===== config.mk =====
export PLATFORM = sky130hd
export DESIGN_NAME = writeback_regfile
export DESIGN_NICKNAME = d
export VERILOG_FILES = /design/src/rtl/writeback_regfile.sv
export SDC_FILE = /design/constraint.sdc
export NUM_CORES = 1
export LEC_CHECK = 0
export ABC_AREA = 1
export CELL_PAD_IN_SITES_DETAIL_PLACEMENT = 1
export CELL_PAD_IN_SITES_GLOBAL_PLACEMENT = 1
export CORE_AREA = 5 5 444 446
export DETAILED_ROUTE_END_ITERATION = 8
export DIE_AREA = 0 0 449 451
export HOLD_SLACK_MARGIN = 0.12
export PLACE_DENSITY = 0.67
export SETUP_SLACK_MARGIN = 0.1
export SLEW_MARGIN = 10
export SYNTH_ARGS = -nofsm -noshare
export SYNTH_HDL_FRONTEND = slang
export SYNTH_SLANG_ARGS = --single-unit

===== constraint.sdc =====
create_clock -name clk -period 6.1 [get_ports clk]
set_input_delay 1.22 -clock clk [delete_from_list [all_inputs] [get_ports clk]]
set_output_delay 1.22 -clock clk [all_outputs]
set_load 0.01 [all_outputs]

===== src/rtl/writeback_regfile.sv =====
// Y86-64 SEQ write-back stage.
// Owns the architectural register file (r0..r14), tracks processor status
// and counts retired instructions. Once the processor stops, every input
// is ignored until reset.
module writeback_regfile #(
  parameter int                DATA_W    = 64,
  parameter logic [DATA_W-1:0] RSP_RESET = 64'd0,
  parameter int                CNT_W     = 32
) (
  input  logic                     clk,
  input  logic                     rst,
  input  logic                     wb_valid,
  input  logic [3:0]               icode,
  input  logic [3:0]               rA,
  input  logic [3:0]               rB,
  input  logic                     cnd,
  input  logic signed [DATA_W-1:0] valE,
  input  logic signed [DATA_W-1:0] valM,
  input  logic                     imem_error,
  input  logic                     instr_invalid,
  input  logic                     dmem_error,
  output logic signed [DATA_W-1:0] r0,
  output logic signed [DATA_W-1:0] r1,
  output logic signed [DATA_W-1:0] r2,
  output logic signed [DATA_W-1:0] r3,
  output logic signed [DATA_W-1:0] r4,
  output logic signed [DATA_W-1:0] r5,
  output logic signed [DATA_W-1:0] r6,
  output logic signed [DATA_W-1:0] r7,
  output logic signed [DATA_W-1:0] r8,
  output logic signed [DATA_W-1:0] r9,
  output logic signed [DATA_W-1:0] r10,
  output logic signed [DATA_W-1:0] r11,
  output logic signed [DATA_W-1:0] r12,
  output logic signed [DATA_W-1:0] r13,
  output logic signed [DATA_W-1:0] r14,
  output logic [2:0]               stat,
  output logic                     halted,
  output logic [CNT_W-1:0]         retired
);

  typedef enum logic [2:0] {
    STAT_AOK = 3'd1,
    STAT_HLT = 3'd2,
    STAT_ADR = 3'd3,
    STAT_INS = 3'd4
  } stat_e;

  localparam logic [3:0] REG_NONE = 4'hF;
  localparam logic [3:0] REG_RSP  = 4'h4;

  localparam logic [3:0] I_HALT   = 4'h0;
  localparam logic [3:0] I_CMOV   = 4'h2;
  localparam logic [3:0] I_IRMOVQ = 4'h3;
  localparam logic [3:0] I_MRMOVQ = 4'h5;
  localparam logic [3:0] I_OPQ    = 4'h6;
  localparam logic [3:0] I_CALL   = 4'h8;
  localparam logic [3:0] I_RET    = 4'h9;
  localparam logic [3:0] I_PUSHQ  = 4'hA;
  localparam logic [3:0] I_POPQ   = 4'hB;

  logic signed [DATA_W-1:0] regs [15];
  stat_e                    stat_q;
  stat_e                    stat_next;
  logic [CNT_W-1:0]         retired_q;
  logic [3:0]               dst_e;
  logic [3:0]               dst_m;
  logic                     active;
  logic                     commit;

  // Fault priority: fetch address error beats illegal instruction, which
  // beats a data-memory error; halt only matters if nothing faulted.
  function automatic stat_e next_status(input logic       ie,
                                        input logic       ii,
                                        input logic       de,
                                        input logic [3:0] ic);
    stat_e s;
    if (ie)                s = STAT_ADR;
    else if (ii)           s = STAT_INS;
    else if (de)           s = STAT_ADR;
    else if (ic == I_HALT) s = STAT_HLT;
    else                   s = STAT_AOK;
    return s;
  endfunction

  // Destination register selection from the instruction fields
  always_comb begin
    dst_e = REG_NONE;
    dst_m = REG_NONE;
    case (icode)
      I_CMOV:          dst_e = cnd ? rB : REG_NONE;
      I_IRMOVQ, I_OPQ: dst_e = rB;
      I_CALL, I_RET,
      I_PUSHQ:         dst_e = REG_RSP;
      I_POPQ: begin
        dst_e = REG_RSP;
        dst_m = rA;
      end
      I_MRMOVQ:        dst_m = rA;
      default: begin
        dst_e = REG_NONE;
        dst_m = REG_NONE;
      end
    endcase
  end

  assign stat_next = next_status(imem_error, instr_invalid, dmem_error, icode);
  assign active    = wb_valid && (stat_q == STAT_AOK);
  assign commit    = active && (stat_next == STAT_AOK);

  // Register file: valM is written after valE so it wins a dstE==dstM clash
  always_ff @(posedge clk) begin
    if (rst) begin
      for (int i = 0; i < 15; i++) begin
        regs[i] <= (i == 4) ? $signed(RSP_RESET) : '0;
      end
    end else if (commit) begin
      if (dst_e != REG_NONE) regs[dst_e] <= valE;
      if (dst_m != REG_NONE) regs[dst_m] <= valM;
    end
  end

  // Status and retired counter; a stopped processor stays stopped until reset
  always_ff @(posedge clk) begin
    if (rst) begin
      stat_q    <= STAT_AOK;
      retired_q <= '0;
    end else if (active) begin
      stat_q <= stat_next;
      if (stat_next == STAT_AOK || stat_next == STAT_HLT) begin
        retired_q <= retired_q + CNT_W'(1);
      end
    end
  end

  assign stat    = stat_q;
  assign halted  = (stat_q != STAT_AOK);
  assign retired = retired_q;

  assign r0  = regs[0];
  assign r1  = regs[1];
  assign r2  = regs[2];
  assign r3  = regs[3];
  assign r4  = regs[4];
  assign r5  = regs[5];
  assign r6  = regs[6];
  assign r7  = regs[7];
  assign r8  = regs[8];
  assign r9  = regs[9];
  assign r10 = regs[10];
  assign r11 = regs[11];
  assign r12 = regs[12];
  assign r13 = regs[13];
  assign r14 = regs[14];

endmodule


Word-level counts from Yosys, hierarchy flattened --
Memories as Yosys holds them, arrays and structs flattened. Cells that the tools add are included. Widths: inputs -> output; s select.
Word-level totals: register bits after elaboration 35, bits in writable memories 960, input bits 147, output and inout bits 996, word-level logic and storage cells 51, memories kept 1
Memories:
- regs | words 15, width 64, read ports 15, clocked after Yosys merged registers in 0, wr ports 15, line 62 | logic signed [DATA_W-1:0] regs [15];
Cells by class: $add $sub $neg 1, equal/unequal tests 14, muxes and demuxes 23, reductions and logical operators 10
Operators with widths (count):
- $mux 64 | 2
- $reduce_or 64->1 | 2
- $add 32x1->32 const B | 1
- $eq 4x4->1 const B | 4
- $mux 4 | 4
- $mux 1 | 12
- $pmux 4 s3 | 1
- $eq 4x2->1 const B | 2
- $eq 4x3->1 const B | 2
- $ne 4x4->1 const B | 2
- $eq 3x1->1 const B | 2
- $mux 3 | 2
- $logic_not 4->1 | 1
- $mux 2 | 2
- $reduce_or 2->1 | 2
- $reduce_or 4->1 | 1
- $eq 3x2->1 const B | 1
- $ne 3x1->1 const B | 1
- $logic_and 1x1->1 | 2
- $reduce_and 2->1 | 1
- $logic_or 1x1->1 | 1

Longest topological paths before layout --
word-level depth 12, mapped depth 13, gate-level depth less buffers 11

Worst setup path before layout --
Ideal clock, no wire load.
path type input -> register, start input icode[1], end memory regs[7][0], enable pin, setup time 0.853 ns, data arrival time 3.863 ns, required time 5.247 ns, slack 1.385 ns, stages on the path 11, buffers on the path 2, cell sequence inv_1 > nor2_1 > nand2_1 > o21ai_2 > nand2_1 > nand2_1 > inv_1 > nand4_1 > buf_2 > buf_1 > nand3_1
RTL lines:
- from (decl) | line 13 | input logic [3:0] icode,
- to (decl) | line 62

==> flow_summary.json <==
{
  "synth_top_area_share_pct": 60.0,
  "drt_iter0_markers": 4758,
  "reg2reg_depth": 9,
  "synth_area_leaders": "edfxtp_1 60%, nand2_1 13%, nand4_1 7.7%",
  "hold_viol": 0,
  "n_fill_cell": 21800,
  "synth-async-reset-ratio_pct": 0,
  "port_buffers": 1142,
  "cts_tree": "yes",
  "yosysSeqAreaShare_pct": 61.4,
  "die_w_um": 449,
  "finalCriticalPeriod_ns": 4.41,
  "insertion_delay_ns": 0.78,
  "synth.avg_cell_area_um2": 9.43,
  "synthFlopType": "edfxtp_1",
  "layout-drive-gt1-share_pct": 5.19,
  "yosysMostFrequentCell": "nand2_1",
  "grt_max_degree": 227,
  "wl_met1_mm": 97.3,
  "fin_area_um2": 65500,
  "hold_end": "retired[4]",
  "start_kind": "input pin",
  "max_freq_mhz": 227,
  "grt_pass1_wl_mm": 379,
  "status": "finished clean",
  "antenna_found_initial": 17,
  "die_y_um": 451,
  "rsz0062_at_grt": "no",
  "cp.arrival_ns": 4.85,
  "detail-route-antenna-nets": 0,
  "worstSetupPathType": "in2reg",
  "synthDistinctLibCells": 34,
  "h-tree-depth": 3,
  "grt_pass1_vias": 46300,
  "route.met2.wl_mm": 136,
  "dpl-instance-area_um2": 61700,
  "gr-total-overflow": 0,
  "syn_nets": 5245,
  "irDropWorstVdd_mv": 0.246,
  "yosysWarningCount": 0,
  "cts_buffer_depth": 3,
  "wl_met3_mm": 21.8,
  "cap_viol_max_count": 0,
  "path_clk_slew_ns": 0.06,
  "grtUsageTotal_pct": 26.3,
  "area_growth_pct": 36.3,
  "post-cts-setup-buffer-count": 0,
  "drc": 0,
  "critPathLaunch": "icode[2]",
  "dp_cells": 8351,
  "worst_slack_ns": 1.69,
  "r2r_start": "stat[0]",
  "numCtsBuffers": 117,
  "cp_max_fo": 39,
  "wl_per_cell_um": 32.6,
  "dr.pass1.iters": 5,
  "setup_viol": 0,
  "top_layer_used": "met5",
  "cts_resized": 0,
  "wl_mm": 279,
  "clkSinkCount": 995,
  "skew_ns": 0.0405,
  "rrSetupSlack_ns": 2.49,
  "synth_edf_count": 960,
  "holdPathStages": 2,
  "hp-start": "retired[4]",
  "pre_cts_ws_ns": 0.777,
  "viasPerCell": 5.46,
  "io_pins": 1143,
  "die_area_um2": 202000,
  "syn_area_um2": 48100,
  "p_leak_nw": 25.9,
  "worst_pin_slew_ns": 1.46,
  "vias": 46700,
  "drv_slew": 0,
  "synth_top_cell_by_area": "edfxtp_1",
  "dp_hpwl_mm": 195,
  "r2r-end": "regs[6][5]",
  "final_nets": 6092,
  "cts_hold_buf": 0,
  "syn_inst": 5097,
  "fin_crit_sh_pct": 72.2,
  "worstSetupEndpointType": "flip-flop",
  "synth_common_cells": "1,658 x nand2_1, 960 x edfxtp_1, 654 x nor2_1, 591 x nand4_1, 384 x o22ai_1",
  "cts_root_buffer": "clkbuf_16",
  "row_count": 161,
  "crit_required_ns": 6.55,
  "power_density_nw_per_um2": 258,
  "setup_tns_ns": 0,
  "start_util_pct": 25.0,
  "place.gp.congestion": 0.897,
  "relSlewSlack_pct": 2.84,
  "holdCritPathClass": "reg2reg",
  "p_total_mw": 16.9,
  "synth_seq_cells": 995,
  "core_area_um2": 192000,
  "instances_no_fill": 8567
}
cell type report:
class                      count  area (um2)  area share, %
sequential                   995       29500           45.1
tap                         2526        3160           4.83
antenna                        8        20.0         0.0306
multi-input combinational   3401       15700           24.0
timing repair buffer        1243       12600           19.2
inverter                     186         718           1.10
clock buffer                 152        3110           4.75
clock inverter                56         683           1.04
state kept, by name, summed over array words and instances (netlist names):
register	count
retired	32
stat	3
regs	960
stage by stage:
stage	util, %	hold slack, ns
global route	34.1	0.527
finish	34.1	0.494
detailed placement	32.1	0.482
global placement	32.1	0.487
CTS	34.1	0.494
floorplan	-	0.488
critical path, cell delays in order:
cell             delay, ns
clkdlybuf4s50_1       0.60
nor2_1                0.11
nand2_1               0.23
nand3_1               0.19
nor2_4                0.40
inv_2                 0.12
nor2_8                0.55
nand3_1               0.24
nand2_4               0.61
buf_4                 0.42
how the worst max path moves through the flow:
stage	slack, ns	end	cells after the start
floorplan	1.38	regs[7][0]	11
global placement	0.84	regs[6][9]	10
detailed placement	0.78	regs[6][9]	10
CTS	1.73	regs[6][9]	10
global route	1.53	regs[6][13]	10
finish	1.69	regs[6][5]	10
cell families after synthesis:
group           synth area share [%]
simple gates                    26.5
flops                           61.4
compound gates                  5.36
xor+xnor                       0.364
fa+ha+maj                     0.0260
buf+inv                         6.32
power by group:
part           total (mW)  switching, mW  internal (mW)
Sequential           7.80          0.117           7.68
Combinational        1.88           1.30          0.586
Clock                7.19           3.17           4.02
metal layers:
metal | global-route usage, % | vias to the layer above
li1 | - | 19500
met1 | 29.3 | 23800
met2 | 45.2 | 2699
met3 | 5.20 | 740
met4 | 18.3 | 14
met5 | 0 | -
cells in the final DEF, fill, tap and decap left out, drive strengths merged, types with 2 or more instances in the layout:
cell / instances
nand3: 31
nand2: 1661
xnor2: 4
nor3: 17
a21oi: 21
nor2: 660
clkinv: 105
inv: 126
nor3b: 2
o21ai: 8
xor2: 16
diode: 8
clkbuf: 152
edfxtp: 960
clkdlybuf4s50: 1140
buf: 103
nand4: 591
o22ai: 384
dfxtp: 35
bufinv: 10
Note: power is estimated with default switching activity, not from simulation.
